--- src/rtl/rf_wb_arbiter_if.sv ---
// Handshake and register-file bus for the write-back arbiter.
// Ports (as seen by the arbiter, slave modport):
//   A_Valid/A_Addr/A_Data -> A_Ready     ALU write-back request
//   B_Valid/B_Addr/B_Data -> B_Ready     load-unit write request
//   Claim_Valid/Claim_Addr               destination reservation from issue
//   Ard1/Ard2 -> Hazard1/Hazard2         read-after-write hazard lookup
//   Busy                                 pending-write scoreboard vector
//   Awr/Din/WrEn                         register file write port
interface rf_wb_arbiter_if;
    logic        A_Valid;
    logic [4:0]  A_Addr;
    logic [31:0] A_Data;
    logic        A_Ready;
    logic        B_Valid;
    logic [4:0]  B_Addr;
    logic [31:0] B_Data;
    logic        B_Ready;
    logic        Claim_Valid;
    logic [4:0]  Claim_Addr;
    logic [4:0]  Ard1;
    logic [4:0]  Ard2;
    logic        Hazard1;
    logic        Hazard2;
    logic [31:0] Busy;
    logic [4:0]  Awr;
    logic [31:0] Din;
    logic        WrEn;

    modport slave (
        input  A_Valid, A_Addr, A_Data,
        output A_Ready,
        input  B_Valid, B_Addr, B_Data,
        output B_Ready,
        input  Claim_Valid, Claim_Addr, Ard1, Ard2,
        output Hazard1, Hazard2, Busy,
        output Awr, Din, WrEn
    );

    modport master (
        output A_Valid, A_Addr, A_Data,
        input  A_Ready,
        output B_Valid, B_Addr, B_Data,
        input  B_Ready,
        output Claim_Valid, Claim_Addr, Ard1, Ard2,
        input  Hazard1, Hazard2, Busy,
        input  Awr, Din, WrEn
    );
endinterface

--- src/rtl/rf_wb_arbiter.sv ---
// Write-back controller for the 32x32 register file.
// Round-robin arbitration between the ALU (A) and load unit (B) for the
// single write port, plus a 32-entry pending-write scoreboard for hazards.
// Ports:
//   Clk    rising-edge clock shared with the register file
//   Rst_n  synchronous active-low reset
//   bus    rf_wb_arbiter_if.slave (requests, claims, hazards, write port)
//
// State  | meaning
// LAST_A | A won the most recent grant; B wins the next contention
// LAST_B | B won the most recent grant (reset value); A wins next
module rf_wb_arbiter (
    input  logic            Clk,
    input  logic            Rst_n,
    rf_wb_arbiter_if.slave  bus
);

    typedef enum logic {
        LAST_A = 1'b0,
        LAST_B = 1'b1
    } last_t;

    last_t       last_q, last_d;
    logic        grant_a, grant_b;
    logic        wr_en_q, wr_en_d;
    logic [4:0]  awr_q, awr_d;
    logic [31:0] din_q, din_d;
    logic [31:0] busy_q, busy_d;

    always_comb begin
        grant_a = 1'b0;
        grant_b = 1'b0;
        last_d  = last_q;
        wr_en_d = 1'b0;
        awr_d   = awr_q;
        din_d   = din_q;
        busy_d  = busy_q;

        if (bus.A_Valid && (!bus.B_Valid || last_q == LAST_B)) begin
            grant_a = 1'b1;
        end else if (bus.B_Valid) begin
            grant_b = 1'b1;
        end

        if (grant_a) begin
            last_d  = LAST_A;
            awr_d   = bus.A_Addr;
            din_d   = bus.A_Data;
            wr_en_d = (bus.A_Addr != 5'd0);
        end else if (grant_b) begin
            last_d  = LAST_B;
            awr_d   = bus.B_Addr;
            din_d   = bus.B_Data;
            wr_en_d = (bus.B_Addr != 5'd0);
        end

        // Clear first so a claim on the same register in the same edge wins.
        if (wr_en_q) begin
            busy_d[awr_q] = 1'b0;
        end
        if (bus.Claim_Valid && bus.Claim_Addr != 5'd0) begin
            busy_d[bus.Claim_Addr] = 1'b1;
        end
    end

    always_ff @(posedge Clk) begin
        if (!Rst_n) begin
            last_q  <= LAST_B;
            wr_en_q <= 1'b0;
            awr_q   <= 5'd0;
            din_q   <= 32'd0;
            busy_q  <= 32'd0;
        end else begin
            last_q  <= last_d;
            wr_en_q <= wr_en_d;
            awr_q   <= awr_d;
            din_q   <= din_d;
            busy_q  <= busy_d;
        end
    end

    assign bus.A_Ready = grant_a;
    assign bus.B_Ready = grant_b;
    assign bus.WrEn    = wr_en_q;
    assign bus.Awr     = awr_q;
    assign bus.Din     = din_q;
    assign bus.Busy    = busy_q;
    // No bypass: a hazard holds until the cycle after the write lands.
    assign bus.Hazard1 = busy_q[bus.Ard1];
    assign bus.Hazard2 = busy_q[bus.Ard2];

endmodule

--- src/flat_wrapper.sv ---
// flat-port wrapper written by rule: the top's interface ports become plain ports
module rf_wb_arbiter_flat 
  (Clk, Rst_n, bus_A_Valid, bus_A_Addr, bus_A_Data, bus_A_Ready, bus_B_Valid, bus_B_Addr, bus_B_Data, bus_B_Ready, bus_Claim_Valid, bus_Claim_Addr, bus_Ard1, bus_Ard2, bus_Hazard1, bus_Hazard2, bus_Busy, bus_Awr, bus_Din, bus_WrEn);
  rf_wb_arbiter_if bus_i ();
  input  logic Clk;
  input  logic Rst_n;
  input wire logic [$bits(bus_i.A_Valid)-1:0] bus_A_Valid;
  input wire logic [$bits(bus_i.A_Addr)-1:0] bus_A_Addr;
  input wire logic [$bits(bus_i.A_Data)-1:0] bus_A_Data;
  output wire logic [$bits(bus_i.A_Ready)-1:0] bus_A_Ready;
  input wire logic [$bits(bus_i.B_Valid)-1:0] bus_B_Valid;
  input wire logic [$bits(bus_i.B_Addr)-1:0] bus_B_Addr;
  input wire logic [$bits(bus_i.B_Data)-1:0] bus_B_Data;
  output wire logic [$bits(bus_i.B_Ready)-1:0] bus_B_Ready;
  input wire logic [$bits(bus_i.Claim_Valid)-1:0] bus_Claim_Valid;
  input wire logic [$bits(bus_i.Claim_Addr)-1:0] bus_Claim_Addr;
  input wire logic [$bits(bus_i.Ard1)-1:0] bus_Ard1;
  input wire logic [$bits(bus_i.Ard2)-1:0] bus_Ard2;
  output wire logic [$bits(bus_i.Hazard1)-1:0] bus_Hazard1;
  output wire logic [$bits(bus_i.Hazard2)-1:0] bus_Hazard2;
  output wire logic [$bits(bus_i.Busy)-1:0] bus_Busy;
  output wire logic [$bits(bus_i.Awr)-1:0] bus_Awr;
  output wire logic [$bits(bus_i.Din)-1:0] bus_Din;
  output wire logic [$bits(bus_i.WrEn)-1:0] bus_WrEn;
  assign bus_i.A_Valid = bus_A_Valid;
  assign bus_i.A_Addr = bus_A_Addr;
  assign bus_i.A_Data = bus_A_Data;
  assign bus_A_Ready = bus_i.A_Ready;
  assign bus_i.B_Valid = bus_B_Valid;
  assign bus_i.B_Addr = bus_B_Addr;
  assign bus_i.B_Data = bus_B_Data;
  assign bus_B_Ready = bus_i.B_Ready;
  assign bus_i.Claim_Valid = bus_Claim_Valid;
  assign bus_i.Claim_Addr = bus_Claim_Addr;
  assign bus_i.Ard1 = bus_Ard1;
  assign bus_i.Ard2 = bus_Ard2;
  assign bus_Hazard1 = bus_i.Hazard1;
  assign bus_Hazard2 = bus_i.Hazard2;
  assign bus_Busy = bus_i.Busy;
  assign bus_Awr = bus_i.Awr;
  assign bus_Din = bus_i.Din;
  assign bus_WrEn = bus_i.WrEn;
  rf_wb_arbiter u_core (.Clk(Clk), .Rst_n(Rst_n), .bus(bus_i));
endmodule
--- config.mk ---
export PLATFORM = sky130hd
export DESIGN_NAME = rf_wb_arbiter_flat
export DESIGN_NICKNAME = d
export VERILOG_FILES = /design/src/rtl/rf_wb_arbiter_if.sv /design/src/rtl/rf_wb_arbiter.sv /design/src/flat_wrapper.sv
export SDC_FILE = /design/constraint.sdc
export NUM_CORES = 1
export LEC_CHECK = 0
export ABC_CLOCK_PERIOD_IN_PS = 1800
export BUFFER_PORTS_ARGS = -buffer_cell sky130_fd_sc_hd__buf_2
export CAP_MARGIN = 5
export CELL_PAD_IN_SITES_DETAIL_PLACEMENT = 1
export CELL_PAD_IN_SITES_GLOBAL_PLACEMENT = 2
export CORE_MARGIN = 2
export CORE_UTILIZATION = 29
export CTS_CLUSTER_DIAMETER = 150
export CTS_CLUSTER_SIZE = 40
export DETAILED_ROUTE_END_ITERATION = 8
export PLACE_DENSITY = 0.82
export SLEW_MARGIN = 25
export SYNTH_ARGS = -nofsm -noshare
export SYNTH_HDL_FRONTEND = slang
export SYNTH_SLANG_ARGS = --single-unit
--- constraint.sdc ---
create_clock -name Clk -period 1.8 [get_ports Clk]
set_input_delay 0.09 -clock Clk [delete_from_list [all_inputs] [get_ports Clk]]
set_output_delay 0.09 -clock Clk [all_outputs]
set_load 0.005 [all_outputs]
; ---- After elaboration in Yosys (flattened, before gate mapping)
; Cells that the tools add are included.
[classes]
magnitude_cmp = 6
mux = 21
bitwise = 3
reduce_logical = 10
[op_table]
columns = op, n
row1 = $mux 32, 4
row2 = $and 32x32->32, 1
row3 = $not 32->32, 1
row4 = $or 32x32->32, 1
row5 = $lt 5x6->1 const B, 4
row6 = $reduce_bool 5->1, 3
row7 = $mux 1, 11
row8 = $bmux 1 s5, 2
row9 = $demux 1 s5, 2
row10 = $ge 5x1->1 const B, 2
row11 = $mux 5, 2
row12 = $logic_and 1x1->1, 4
row13 = $reduce_bool 2->1, 1
row14 = $logic_not 1->1, 1
row15 = $logic_or 1x1->1, 1
[totals]
reg_bits = 71
inputBits = 94
word_cells = 45

; ---- Logic depth before layout (Yosys ltp)
; Gate-level depths: netlist of run 1.
[logic_depth]
word_depth = 9
ltp_mapped = 7

; ---- Worst setup path before layout of run 1
; Ideal clock, no wire load.
[synth_timing]
kind = reg-to-reg
start = reg u_core.awr_q[2], in the netlist u_core.bus.Awr[2]
end = reg u_core.busy_q[19], in the netlist u_core.bus.Busy[19]
setup_time_ns = 0.124
arrival_time_ns = 1.078
required_ns = 1.676
slack_ns = 0.598
stages_incl_launch_ff = 5
n_path_buf = 1
period_less_slack_ns = 1.202
cell_sequence = dfxtp_1 clkbuf_1 or3b_1 o21ai_0 a21boi_0
[synth_between]
elab_chain_len = 9
[synth_lines]
columns = element, line_no
row1 = start: declaration, rf_wb_arbiter.sv:26  ; logic [4:0] awr_q, awr_d;
row2 = start signal: assignment, rf_wb_arbiter.sv:76  ; awr_q <= awr_d;
row3 = $lt 5x6->1 (implied by the code) / $ge 5x1->1 (equally long branches), rf_wb_arbiter.sv:59  ; busy_d[awr_q] = 1'b0;
row4 = $logic_and 1x1->1 (implied by the code), rf_wb_arbiter.sv:59
row5 = $mux 1 (implied by the code), rf_wb_arbiter.sv:59
row6 = $demux 1 s5 *, -
row7 = $not 32->32 (no source line) *, -
row8 = $and 32x32->32 (no source line) *, -
row9 = $mux 32 *, rf_wb_arbiter.sv:58  ; if (wr_en_q) begin
row10 = $or 32x32->32 (no source line), -
row11 = $mux 32 *, rf_wb_arbiter.sv:61  ; if (bus.Claim_Valid && bus.Claim_Addr != 5'd0) begin
row12 = end signal: assignment, rf_wb_arbiter.sv:78  ; busy_q <= busy_d;
row13 = end: declaration, rf_wb_arbiter.sv:28  ; logic [31:0] busy_q, busy_d;
; Mark *: on every way between the ends. The rest lies on a longest branch, timed or not.
; A chain may end at the register's enable or synchronous reset.

; ---- Worst setup path after layout of run 1
[layout_timing]
start = reg u_core.busy_q[17], in the netlist u_core.bus.Busy[17]
end = out bus_Hazard1
[layout_between]
elab_chain_len = 2
[layout_lines]
columns = element, line_no
row1 = $bmux 1 s5, rf_wb_arbiter.sv:89  ; assign bus.Hazard1 = busy_q[bus.Ard1];
row2 = $mux 1 (implied by the code), rf_wb_arbiter.sv:89
row3 = end: declaration, flat_wrapper.sv:19  ; output wire logic [$bits(bus_i.Hazard1)-1:0] bus_Hazard1;
; Every way passes these cells. The select of a mux whose other input is x is not followed.

==> results of run 1 <==
where the power goes:
part	switching [mW]	internal, mW
sequential	0.0616	1.66
combinational	0.347	0.354
clock	0.616	1.05
cells by family after synthesis:
logic type / after synthesis
DFF: 71
AOI/OAI and AO/OA: 121
and+or+nand+nor: 131
muxes: 69
buffers and inverters: 32
cells in the final DEF (no fill, tap or decap), types with 4 or more instances in the layout:
cell	Yosys	final
nand3_1	7	7
nor2_1	6	6
a21boi_0	30	30
o211a_1	38	38
nor3b_1	4	4
a21oi_1	7	7
dlygate4sd3_1	0	16
a22oi_1	8	8
clkbuf_16	0	9
buf_2	7	167
dfxtp_1	71	71
mux2i_1	69	69
nand3b_1	5	5
buf_4	2	6
o21ai_0	32	32
nand2_1	85	84
nand2b_1	4	4
path summary, 6_finish.rpt:
path / end / slack (ps)
hold reg to reg: u_core.last_q / 500
setup reg to reg: u_core.bus.Busy[28] / 420
hold / removal: u_core.bus.Din[8] / 10
setup / recovery: bus_Hazard1 / 120
state kept, by name, indices dropped and copies added, names as in the netlist:
name and count:
u_core.bus.Din 32, u_core.bus.Busy 32, u_core.bus.Awr 5, u_core.last_q 1
u_core.bus.WrEn 1
final cells by class:
cell class	instances	share of cell area
clock inverter	2	0.00670
inverter	1	0.000718
timing repair buffer	192	0.211
sequential	71	0.272
multi-input combinational	321	0.425
clock buffer	11	0.0445
tap	172	0.0412
synth_stat cells, drive strengths merged, types with 3 or more instances:
library cell,count,area share
nand2,85,0.083
a22oi,8,0.016
and3b,3,0.0069
a21oi,7,0.0092
nand3,7,0.0092
o21ai,32,0.042
buf,13,0.029
mux2i,69,0.18
a21boi,31,0.061
dfxtp,71,0.37
and2,3,0.0049
o211a,38,0.10
nor3b,4,0.0079
clkbuf,18,0.018
nor2,6,0.0059
nand3b,5,0.0098
nand2b,4,0.0065
routing by layer:
metal  up-vias  part of all wire  wire length, um  track usage
li1       1872                 -                -            -
met5         -                 0                0            0
met4         0             0.010              136       0.0499
met1      1819              0.43             5630        0.217
met3        10             0.082             1080       0.0714
met2       128              0.48             6390        0.328
worst max-delay path, cell delays in order (launching register included):
cell,delay [ps]
dfxtp_1,400
mux2i_1,100
a22oi_1,200
nand4b_1,120
a21oi_1,170
a311o_1,160
buf_2,120
per-stage QoR:
stage / instance area [um^2] / total power [mW] / utilization
5_1_grt: 5230 / 4.30 / 0.411
4_1_cts: 5230 / 4.15 / 0.411
3_3_place_gp: 4800 / 2.41 / 0.377
3_5_place_dp: 4800 / 2.43 / 0.377
2_1_floorplan: 3820 / 2.12 / -
6_report: 5230 / 4.08 / 0.411
==> flow_summary.toml, run 1 <==
[outcome]
status = "finished clean"

[sta]
whs_ps = 11.5
rsz0062_at_grt = "no"
fin_crit_sh = 0.936
setup_viol = 0
finalClockSkew_ps = 5.15
hold_viol = 0
max_freq_ghz = 0.594
worst_pin_slew_ps = 550
min_period_ps = 1680
slew_headroom = 0.632
tns_ps = 0
layout_setup_ws_ps = 116
slew_viol_final = 0

[placed_design]
dpl.cell_count = 741
routabilityCongestion = 0.823
portBuffers = 167
post-place-ws_ps = 235
dp_hpwl_um = 10200

[yosys]
synthAdderAreaFrac = 0
async_reset_ff_frac = 0
synth.avg_cell_area_um2 = 9.02
yosys.area_share.simple = 0.161
synthXorXnorAreaFrac = 0
synth_flop_cell = "dfxtp_1"
yosysUniqueCellTypes = 33
muxShareOfSynthArea = 0.181
syn-cell-area_um2 = 3820
synth_edf_count = 0
synthCells = 424
synth-compound-area-share = 0.238
synthesis.nets = 518
synth_top_family_by_area = "compound AO/OA/AOI/OAI gates"
ys_seq_elements = 71
ys_seq_area_frac = 0.372
yosys_warnings = 0

[layout]
final-seq-area_um2 = 1420
multi_input_area_um2 = 2220
drive_gt1_frac = 0.314
n_antenna_cell = 0
area_growth_pct = 36.8
final_nets = 690
nFillCells = 1528
fin_cells = 770

[floorplan]
start_util = 0.300
dieHeight_um = 119
io_pins = 168
die-width_um = 119
rows = 41
core_area_um2 = 12700
die_area_um2 = 14100

[grt]
grt_overflow = 0
grt_pass1_wl_um = 21300
antenna_found_initial = 0
grt_max_degree = 72
track_usage = 0.189
grt_pass1_vias = 4111

[detailed_routing]
postRouteAntennaNets = 0
via_per_inst = 4.97
routed_wl_um = 13200
drc = 0
dr.pass1.iters = 4
num_vias = 3829
wire_per_inst_um = 17.2
first_iter_violations = 106

[min_path]
hold_path_depth = 2
worstHoldStart = "bus_A_Data[8]"
min_path_type = "input pin to flip-flop"

[clocking]
clk_pin_slew_ps = 50
cts_setup_buffers = 0
cts-htree-levels = 3
cts_root_buffer = "clkbuf_16"
cts_tree = "built"
clock_path_buffers = 2
cts-resized-gates = 0
clock-sinks = 71
cts_buffers = 9
cts_hold_buf = 16
clk_latency_ps = 320

[pwr]
powerDensity_nw_per_um2 = 781
p_leak_nw = 2.74
irDropWorstVdd_mv = 0.376

[setup_path]
worstPathMaxFanout = 4
endpoint_kind = "primary output"
cp-startpoint = "u_core.bus.Busy[17]"
reg2reg_depth = 3
crit_type = "flip-flop to primary output"
worst-endpoint-arrival_ps = 1590
startpoint_type = "flip-flop"
worstPathRequired_ps = 1710
r2r-start = "u_core.bus.WrEn"

[flow_run]
timing.max_cap.violations = 0
No activity file was read; power rests on OpenSTA's default activity.
==> run 2, diff against run 1 <==
--- a/config.mk
+++ b/config.mk
@@ -17,2 +17,3 @@
 export DETAILED_ROUTE_END_ITERATION = 8
+export MAX_ROUTING_LAYER = met4
 export PLACE_DENSITY = 0.82
==> constraint.sdc (replaced) <==
create_clock -name Clk -period 1.8 [get_ports Clk]
set_input_delay 0.54 -clock Clk [delete_from_list [all_inputs] [get_ports Clk]]
set_output_delay 0.54 -clock Clk [all_outputs]
set_load 0.005 [all_outputs]
==> flow_summary.toml, run 2 (synthesis gave the netlist of run 1 again) <==
[outcome]
status = "finished, violations left"
violations = "setup timing"

[floorplan]
dieHeight_um = 119
start_util = 0.300
die-width_um = 119
die_area_um2 = 14100
core_area_um2 = 12700
rows = 41
io_pins = 168

[min_path]
min_path_type = "input pin to flip-flop"
hold_path_depth = 2
worstHoldStart = "bus_A_Data[24]"
min_to = "u_core.bus.Din[24]"

[clocking]
cts_buffers = 9
clock_path_buffers = 2
cts-htree-levels = 3
cts_tree = "built"
clock-sinks = 71
clk_pin_slew_ps = 50
cts_hold_buf = 0
clk_latency_ps = 330
cts_root_buffer = "clkbuf_16"

[placed_design]
post-place-ws_ps = -544
dp_hpwl_um = 10400
portBuffers = 167
routabilityCongestion = 0.799
dpl.cell_count = 753
placed_area_um2 = 4900

[grt]
grt_pass1_wl_um = 21700
grt_overflow = 0
track_usage = 0.201
grt_max_degree = 73
antenna_found_initial = 0
grt_pass1_vias = 4132

[setup_path]
reg2reg_depth = 3
worst-endpoint-arrival_ps = 1690
worstPathRequired_ps = 1260
worstPathMaxFanout = 4
startpoint_type = "input pin"
endpoint_kind = "primary output"
r2r-start = "u_core.bus.Awr[4]"
r2r_end = "u_core.bus.Busy[16]"
ff2ff_setup_slack_ps = 390
crit_type = "input pin to primary output"

[layout]
finalInstanceArea_um2 = 5360
fin_cells = 775
final_common_cell = "buf_2"
final_nets = 695
layout_common_cells = "164 x buf_2, 84 x nand2_1, 71 x dfxtp_1, 68 x mux2i_1, 38 x o211a_1"
area_growth_pct = 40.1
drive_gt1_frac = 0.357
n_antenna_cell = 0

[detailed_routing]
wire_per_inst_um = 17.9
num_vias = 3966
postRouteAntennaNets = 0
first_iter_violations = 101
drc = 0
via_per_inst = 5.12
dr.pass1.iters = 4
routed_wl_um = 13800

[sta]
max_freq_ghz = 0.449
finalClockSkew_ps = 6.67
min_period_ps = 2230
worst_pin_slew_ps = 473
tns_ps = -803
slew_headroom = 0.684
layout_setup_ws_ps = -425
fin_crit_sh = 1.24
setup_viol = 2
rsz0062_at_grt = "yes"
hold_viol = 0
slew_viol_final = 0

[pwr]
powerDensity_nw_per_um2 = 788
p_leak_nw = 2.82
irDropWorstVdd_mv = 0.324

[flow_run]
timing.max_cap.violations = 0
==> run 2: changes by cell type in the layout (fill, tap and decap cells not counted), sizes merged <==
| cell | change |
|---|---|
| dlygate4sd3 | -16 |
| clkbuf | +1 |
| clkinv | -1 |
| buf | +21 |
==> run 2: layout make-up <==
cell class,count,area (um^2)
Clock inverter,1,30.0
Timing Repair Buffer,197,1190
Tap cell,172,215
Multi-Input combinational cell,321,2240
Clock buffer,12,256
Fill cell,1568,7370
Sequential cell,71,1420
Inverter,1,3.75
==> run 2: worst max path at each step <==
stage / slack [ps] / end / cells past startpoint / start
final: -430 / bus_Hazard1 / 7 / bus_Ard1[0]
after global routing: -480 / bus_Hazard1 / 8 / bus_Ard1[1]
after CTS: -410 / bus_Hazard2 / 8 / bus_Ard2[1]
after detailed placement: -540 / bus_Hazard2 / 8 / bus_Ard2[1]
after global placement: -470 / bus_Hazard1 / 8 / bus_Ard1[1]
after floorplan: -160 / bus_Hazard1 / 7 / bus_Ard1[1]
==> run 2: what timing repair did <==
item,4_1_cts,5_1_grt
pin swaps,3,3
gates cloned,2,0
endpoints found under the setup margin,2,3
setup buffers,5,2
gates resized for setup,16,2
==> run 2: layer usage <==
layer | up-vias | share of wire | global-route usage
met1 | 1915 | 0.42 | 0.227
met2 | 145 | 0.49 | 0.340
met4 | 0 | 0.019 | 0.0647
li1 | 1884 | - | -
met5 | - | 0 | -
met3 | 22 | 0.068 | 0.0579
==> run 2: per-stage QoR <==
stage          total power [mW]  utilization  hold WS (ps)
4_1_cts                    4.26        0.419           440
5_1_grt                    4.43        0.421           435
3_5_place_dp               2.45        0.385           465
6_report                   4.22        0.421           448
2_1_floorplan              2.13            -           440
3_3_place_gp               2.42        0.385           453
==> run 2: power by group <==
group / switching (mW) / internal (mW) / total [mW]
clock: 0.635 / 1.13 / 1.76
combinational: 0.355 / 0.378 / 0.733
sequential: 0.0687 / 1.66 / 1.73
==> run 2: worst max-delay path: stages <==
cell	delay, ps
buf_2	130
and2_1	260
a22oi_2	90
nand4b_1	100
a21oi_1	50
a311o_1	360
buf_2	140
